==> src/rtl/imm_gen_pkg.sv <==
// imm_gen_pkg: LEGv8 immediate format codes, 11-bit opcode patterns with
// wildcard masks, and the masked opcode compare used by the decoder.
package imm_gen_pkg;

    typedef enum logic [2:0] {
        FMT_NONE = 3'd0,
        FMT_D    = 3'd1,
        FMT_CB   = 3'd2,
        FMT_B    = 3'd3,
        FMT_I    = 3'd4,
        FMT_IW   = 3'd5
    } fmt_e;

    // Pattern bits under a 0 in the mask are don't-care operand bits.
    localparam logic [10:0] OP_LDUR = 11'b11111000010;
    localparam logic [10:0] OP_STUR = 11'b11111000000;
    localparam logic [10:0] MASK_D  = 11'b11111111111;

    localparam logic [10:0] OP_CBZ  = 11'b10110100000;
    localparam logic [10:0] OP_CBNZ = 11'b10110101000;
    localparam logic [10:0] MASK_CB = 11'b11111111000;

    localparam logic [10:0] OP_B    = 11'b00010100000;
    localparam logic [10:0] MASK_B  = 11'b11111100000;

    localparam logic [10:0] OP_ADDI = 11'b10010001000;
    localparam logic [10:0] OP_SUBI = 11'b11010001000;
    localparam logic [10:0] MASK_I  = 11'b11111111110;

    localparam logic [10:0] OP_MOVZ = 11'b11010010100;
    localparam logic [10:0] MASK_IW = 11'b11111111100;

    function automatic logic op_match(input logic [10:0] op,
                                      input logic [10:0] pat,
                                      input logic [10:0] mask);
        return ((op ^ pat) & mask) == 11'd0;
    endfunction

endpackage

==> src/rtl/imm_fmt_decode.sv <==
// imm_fmt_decode: purely combinational opcode (instr[31:21]) to format decode.
module imm_fmt_decode
    import imm_gen_pkg::*;
(
    input  logic [10:0] opcode,
    output fmt_e        fmt
);

    // NOTE: every output of an always_comb gets a default first, so no path
    // through the block leaves it unassigned and no latch is inferred.
    always_comb begin
        fmt = FMT_NONE;
        if (op_match(opcode, OP_LDUR, MASK_D) || op_match(opcode, OP_STUR, MASK_D))
            fmt = FMT_D;
        else if (op_match(opcode, OP_CBZ, MASK_CB) || op_match(opcode, OP_CBNZ, MASK_CB))
            fmt = FMT_CB;
        else if (op_match(opcode, OP_B, MASK_B))
            fmt = FMT_B;
        else if (op_match(opcode, OP_ADDI, MASK_I) || op_match(opcode, OP_SUBI, MASK_I))
            fmt = FMT_I;
        else if (op_match(opcode, OP_MOVZ, MASK_IW))
            fmt = FMT_IW;
    end

endmodule

==> src/rtl/imm_gen_pipe.sv <==
// imm_gen_pipe: two-stage elastic LEGv8 immediate generator (S1 decode, S2 extend).
// Optional saturating illegal-instruction counter enabled by IMMGEN_ERRCNT_EN.
module imm_gen_pipe
    import imm_gen_pkg::*;
#(
    parameter int DATA_WIDTH = 64,
    parameter int ERRCNT_W   = 16
) (
    input  logic                  clk,
    input  logic                  reset,
    input  logic                  in_valid,
    output logic                  in_ready,
    input  logic [31:0]           instr,
    output logic                  out_valid,
    input  logic                  out_ready,
    output logic [DATA_WIDTH-1:0] imm,
    output fmt_e                  fmt,
    output logic                  illegal
`ifdef IMMGEN_ERRCNT_EN
    ,
    output logic [ERRCNT_W-1:0]   err_cnt
`endif
);

    if ((DATA_WIDTH != 32 && DATA_WIDTH != 64) || ERRCNT_W < 1) begin : g_param_check
        $error("imm_gen_pipe: DATA_WIDTH must be 32 or 64 and ERRCNT_W at least 1");
    end

    logic        s1_valid, s2_valid;
    logic        s1_load, s2_load;
    logic [25:0] s1_field;
    fmt_e        s1_fmt, dec_fmt;

    logic [DATA_WIDTH-1:0] s2_imm;
    fmt_e                  s2_fmt;
    logic                  s2_illegal;
    logic [63:0]           imm_full;

    // A stage loads when it is empty or its contents move on this cycle.
    assign s2_load  = !s2_valid || out_ready;
    assign s1_load  = !s1_valid || s2_load;
    assign in_ready = s1_load;

    imm_fmt_decode u_fmt_decode (
        .opcode (instr[31:21]),
        .fmt    (dec_fmt)
    );

    // The opcode is consumed by the decoder, so S1 keeps only the operand bits.
    // NOTE: state is updated with non-blocking assignments so every register
    // samples the pre-edge values, independent of statement order.
    always_ff @(posedge clk or posedge reset) begin
        if (reset) begin
            s1_valid <= 1'b0;
            s1_field <= '0;
            s1_fmt   <= FMT_NONE;
        end else if (s1_load) begin
            s1_valid <= in_valid;
            if (in_valid) begin
                s1_field <= instr[25:0];
                s1_fmt   <= dec_fmt;
            end
        end
    end

    always_comb begin
        imm_full = '0;
        case (s1_fmt)
            FMT_D:   imm_full = {{55{s1_field[20]}}, s1_field[20:12]};
            FMT_CB:  imm_full = {{43{s1_field[23]}}, s1_field[23:5], 2'b00};
            FMT_B:   imm_full = {{36{s1_field[25]}}, s1_field[25:0], 2'b00};
            FMT_I:   imm_full = {52'd0, s1_field[21:10]};
            FMT_IW:  imm_full = {48'd0, s1_field[20:5]} << {s1_field[22:21], 4'b0000};
            default: imm_full = '0;
        endcase
    end

    always_ff @(posedge clk or posedge reset) begin
        if (reset) begin
            s2_valid   <= 1'b0;
            s2_imm     <= '0;
            s2_fmt     <= FMT_NONE;
            s2_illegal <= 1'b0;
        end else if (s2_load) begin
            s2_valid <= s1_valid;
            if (s1_valid) begin
                s2_imm     <= imm_full[DATA_WIDTH-1:0];
                s2_fmt     <= s1_fmt;
                s2_illegal <= (s1_fmt == FMT_NONE);
            end
        end
    end

    assign out_valid = s2_valid;
    assign imm       = s2_imm;
    assign fmt       = s2_fmt;
    assign illegal   = s2_illegal;

`ifdef IMMGEN_ERRCNT_EN
    logic [ERRCNT_W-1:0] err_q;

    // Counts consumed illegal results only; sticks at all-ones.
    always_ff @(posedge clk or posedge reset) begin
        if (reset) begin
            err_q <= '0;
        end else if (s2_valid && out_ready && s2_illegal && (err_q != {ERRCNT_W{1'b1}})) begin
            err_q <= err_q + 1'b1;
        end
    end

    assign err_cnt = err_q;
`endif

endmodule
==> config.mk <==
export PLATFORM = sky130hd
export DESIGN_NAME = imm_gen_pipe
export DESIGN_NICKNAME = d
export VERILOG_FILES = /design/src/rtl/imm_gen_pkg.sv /design/src/rtl/imm_fmt_decode.sv /design/src/rtl/imm_gen_pipe.sv
export SDC_FILE = /design/constraint.sdc
export NUM_CORES = 1
export LEC_CHECK = 0
export CAP_MARGIN = 20
export CORE_ASPECT_RATIO = 0.75
export CORE_MARGIN = 10
export CORE_UTILIZATION = 50
export DETAILED_ROUTE_END_ITERATION = 6
export PLACE_DENSITY = 0.88
export RECOVER_POWER = 25
export SLEW_MARGIN = 20
export SYNTH_ARGS = -nofsm -noshare
export SYNTH_HDL_FRONTEND = slang
export SYNTH_SLANG_ARGS = --single-unit
==> constraint.sdc <==
create_clock -name clk -period 3.69 [get_ports clk]
set_input_delay 0.369 -clock clk [delete_from_list [all_inputs] [get_ports clk]]
set_output_delay 0.369 -clock clk [all_outputs]
set_load 0.02 [all_outputs]
# == Yosys cells after proc, flatten, opt, wreduce, memory -nomap -nowiden ==
# Cells that the tools add are included.
# op_classes
eq_ne,5
shifts,1
mux,6
bitwise,8
n_reduce_logical,18
# ops
operator,count
$pmux W64 S5,1
$logic_not A11 Y1,8
$shl A16 B6 Y64,1
$mux W3,5
$not A5 Y5,3
$not A4 Y4,2
$eq A3 B2 Y1 const B,2
$eq A3 B3 Y1 const B,2
$not A6 Y6,1
$logic_or A1 B1 Y1,5
$reduce_and A2 Y1,2
$eq A3 B1 Y1 const B,1
$logic_not A3 Y1,1
$not A3 Y3,1
$logic_not A1 Y1,2
$not A2 Y2,1
# totals
regBits,99
input_bits,36
out_inout_bits,70
word_cells,45

# == Longest topological paths before layout ==
# depth
depth_word,7
mapped_depth,7
ltp_nobuf,4

# == Modules after synthesis ==
# From an unflattened synthesis, not the netlist that was laid out.
# hier_totals
hier_cells,442
hier_area_um2,4917.2
# by_module_without_submodules
module,n_inst,cells_each,area_per_inst_um2,seq_area_each_um2
imm_gen_pipe,1,428,4810.9,2477.4
imm_fmt_decode,1,14,106.4,0.0

# == Least setup slack after synthesis ==
# Ideal clock, no wire load.
# synth_path
kind,reg-to-reg
startpoint,reg s2_valid (netlist: out_valid)
endpoint,reg s1_field[10]
setup_time_ns,0.125
arrival_time_ns,1.514
required_ns,3.565
path_slack_ns,2.051
stages_incl_launch_ff,5
n_path_buf,1
synth_period_minus_slack_ns,1.639
path_cell_list,dfrtp_1 -> nand3b_1 -> nand2_1 -> buf_2 -> mux2_2
# synth_via
elab_chain_len,4
# synth_lines
item,line,source
"start, declared",imm_gen_pipe.sv:29,"logic s1_valid, s2_valid;"
"start signal, assigned",imm_gen_pipe.sv:85,s2_valid <= s1_valid;
$logic_not A1 Y1,imm_gen_pipe.sv:40,assign s2_load = !s2_valid || out_ready;
$logic_or A1 B1 Y1,imm_gen_pipe.sv:40,
$logic_or A1 B1 Y1,imm_gen_pipe.sv:41,assign s1_load = !s1_valid || s2_load;
via in_ready,imm_gen_pipe.sv:12,"output logic in_ready,"
$reduce_and A2 Y1 (no source line),--,
"end signal, assigned",imm_gen_pipe.sv:60,s1_field <= instr[25:0];
"end, declared",imm_gen_pipe.sv:31,logic [25:0] s1_field;
# The timed path passes the listed nets, and every way through them passes these cells.
# A chain may end at the register's enable or synchronous reset.

# == Worst setup path in the final report ==
# layout_path
startpoint,reg s1_fmt[1]
endpoint,reg s2_imm[57] (netlist: imm[57])
# layout_via
elab_chain_len,2
word_cells_on_any_way,6
classes_between,eq/ne (5); mux (1)
# layout_lines
item,line,source
"start, declared",imm_gen_pipe.sv:32,"fmt_e s1_fmt, dec_fmt;"
"start signal, assigned",imm_gen_pipe.sv:61,s1_fmt <= dec_fmt;
$eq A3 B3 Y1 (tied with other cells),imm_gen_pipe.sv:68,case (s1_fmt)
$pmux W64 S5 (*),imm_gen_pipe.sv:68,
"end signal, assigned",imm_gen_pipe.sv:87,s2_imm <= imm_full[DATA_WIDTH-1:0];
"end, declared",imm_gen_pipe.sv:34,logic [DATA_WIDTH-1:0] s2_imm;
# Every way passes the cells marked *; elsewhere a longest branch is shown, timed or not.

==> impl_metrics.toml <==
[sta]
fmax_ghz = 0.3637
hold_viol = 0
fin_skew_ns = 0.008674
max_slew_margin_pct = 29.05
tns_ns = 0
setup_violations = 0
grt_setup_unrepaired = "no"
min_period_ns = 2.749
setup_ws_ns = 0.9406
maxSlewViolCount = 0
period_share_pct = 74.51
tightest_slew_ns = 1.064

[clocking]
cts_root_buf = "clkbuf_16"
cts_hold_buf = 0
clk_pin_slew_ns = 0.07
ctsResizeCount = 0
worst_skew_pair.late_latency_ns = 0.35
clock_tree.htree_level_count = 3
cts_sinks = 99
cts_setup_buffers = 0
numCtsBuffers = 9
cts_tree = "built"
cts_max_path_buffers = 2

[placed_design]
dp.cells = 600
hpwl_mm = 9.519
place_ws_ns = 0.9672
numPortBuffers = 105
gp_congestion = 0.8779

[critical_path]
slowest_stage = "dfrtp_1"
crit_path_max_incr_delay_ns = 1.04
arrival_ns = 3.03
cp_cell_sequence = "or3_4 -> nand4_4 -> a21oi_4 -> a221o_1"
end_kind = "flip-flop"
crit_type = "flip-flop to flip-flop"
worstPathMaxFanout = 37
required_ns = 3.97
critPathLaunchType = "flip-flop"

[floorplan]
core_area_um2 = 9046
die_area_um2 = 13590
initial_core_util_pct = 51.38
die_h_um = 103.5
die_x_um = 131.3
io_pins = 106
num_rows = 30

[cells_and_area]
syn_to_final_growth_pct = 28.64
diodes = 0
final_common_cell = "clkdlybuf4s50_1"
final_cell_mix = "clkdlybuf4s50_1, dfrtp_1, a221o_1"
nets = 519
fillCellCount = 651
drive_gt1_share_pct = 13.11
stdcell_count = 616

[power_and_ir_drop]
leakage_nw = 2.541
p_per_area_nw_per_um2 = 493.9
ir_worst_vdd_mv = 0.2793
total_power_mw = 2.953

[routing]
wire_per_inst_um = 22.63
detail-route-antenna-nets = 0
drt-vias-per-instance = 6.367
routed-via-count = 3922
dr.pass1.iters = 6
postRouteWirelength_mm = 13.94
drc = 0
drt-initial-drc-count = 487

[yosys]
ys_warn_count = 0
synthesis.nets = 441
synth-main-ff-cell = "dfrtp_1"
ys_types = 47
synth_cells = 405
synth_edf_count = 0
async_reset_ff_share_pct = 100.0
syn-mean-instance-area_um2 = 11.48
ys_seq_area_share_pct = 53.30
syn_area_um2 = 4648
synth-seq-cells = 99

[run]
drv_cap = 0

[global_route]
antenna_found_initial = 0
grt_pass1_vias = 4025
grt_overflow = 0
grt_usage_pct = 19.90
grt_pass1_wl_mm = 22.24
grt_max_degree = 73

[min_path]
hold_path_class = "flip-flop to flip-flop"

[run_status]
status = "finished clean"
-- layer usage --
metal / GRT usage (%) / wire [um] / up-vias
met5: 0 / 0 / -
met4: 7.211 / 333 / 0
met3: 5.309 / 1409 / 43
met2: 30.87 / 6452 / 243
met1: 26.16 / 5746 / 1943
li1: - / - / 1693
-- path summary, 6_finish.rpt --
check	from	endpoint	slack, ns	cells past startpoint
worst max-delay path	s1_fmt[1]$_DFFE_PP0P_	imm[57]$_DFFE_PP0P_	0.94	4
worst min-delay path	fmt[0]$_DFFE_PP0P_	fmt[0]$_DFFE_PP0P_	0.49	2
worst max register to register	s1_fmt[1]$_DFFE_PP0P_	imm[57]$_DFFE_PP0P_	0.94	4
worst min register to register	fmt[0]$_DFFE_PP0P_	fmt[0]$_DFFE_PP0P_	0.49	2
max in group asynchronous	reset	imm[19]$_DFFE_PP0P_	2.22	3
min in group asynchronous	reset	s1_field[13]$_DFFE_PP0P_	0.66	2
-- where the power goes --
group          switching [mW]  total (mW)  internal [mW]
combinational           0.320       0.650          0.330
clock                   0.432       0.902          0.469
sequential              0.194        1.40           1.21
-- cell usage after synthesis, types with 3 or more instances --
library cell   n  area [um2]
a211o_1        5       43.79
a21oi_1       22       110.1
a221o_1       45       450.4
a22oi_1       11       82.58
and2_1        10       62.56
and3_1         6       37.54
buf_2         16       80.08
clkbuf_1      21       78.83
dfrtp_1       99        2477
inv_1          5       18.77
mux2_2        32       360.4
mux2i_1        7       70.07
nand2_1       35       131.4
nand2b_1       4       25.02
nand3_1       10       50.05
nand3b_1       6       45.04
nor2b_1        6       37.54
nor3_1         6       30.03
nor3_2         3       30.03
o211ai_1       8       60.06
o21ai_0        7       35.03
o22ai_1        9       56.30
-- layout make-up --
cell class	instances	area, um2	area share (%)
Inverter	5	21.27	0.3557
Clock buffer	9	225.2	3.766
Sequential cell	99	2479	41.45
Multi-Input combinational cell	260	1961	32.79
Timing Repair Buffer	108	1074	17.95
Clock inverter	7	60.06	1.004
Tap cell	128	160.2	2.678
-- stage by stage --
stage | hold slack (ns) | utilization (%) | instance area, um2
final | 0.4903 | 66.10 | 5979
after floorplan | 0.4502 | - | 4648
after detailed placement | 0.4862 | 62.99 | 5698
after global placement | 0.4627 | 62.99 | 5698
after CTS | 0.5030 | 66.14 | 5983
after global routing | 0.5067 | 66.10 | 5979
-- logic make-up (layout without fill, tap and decap cells) --
group                  count (synthesis)  after routing  share of synthesized area [%]
multiplexers                          39             39                          9.260
AO/OA/AOI/OAI                        122            122                          20.73
flip-flops                            99             99                          53.30
AND/OR/NAND/NOR                       99             99                          12.25
buffers and inverters                 46            129                          4.468
-- sequential cells by signal, indices dropped and copies added, names as in the netlist --
register,cells
fmt,3
s1_valid,1
illegal,1
s1_fmt,3
out_valid,1
s1_field,26
imm,64
-- worst max-delay path, delay by kind of cell (launching register included) --
kind	cells	cell delay, ns
AOI/OAI and AO/OA	2	1.04
DFF	1	1.04
and+or+nand+nor	2	0.58
(Power assumes the default switching activity.)
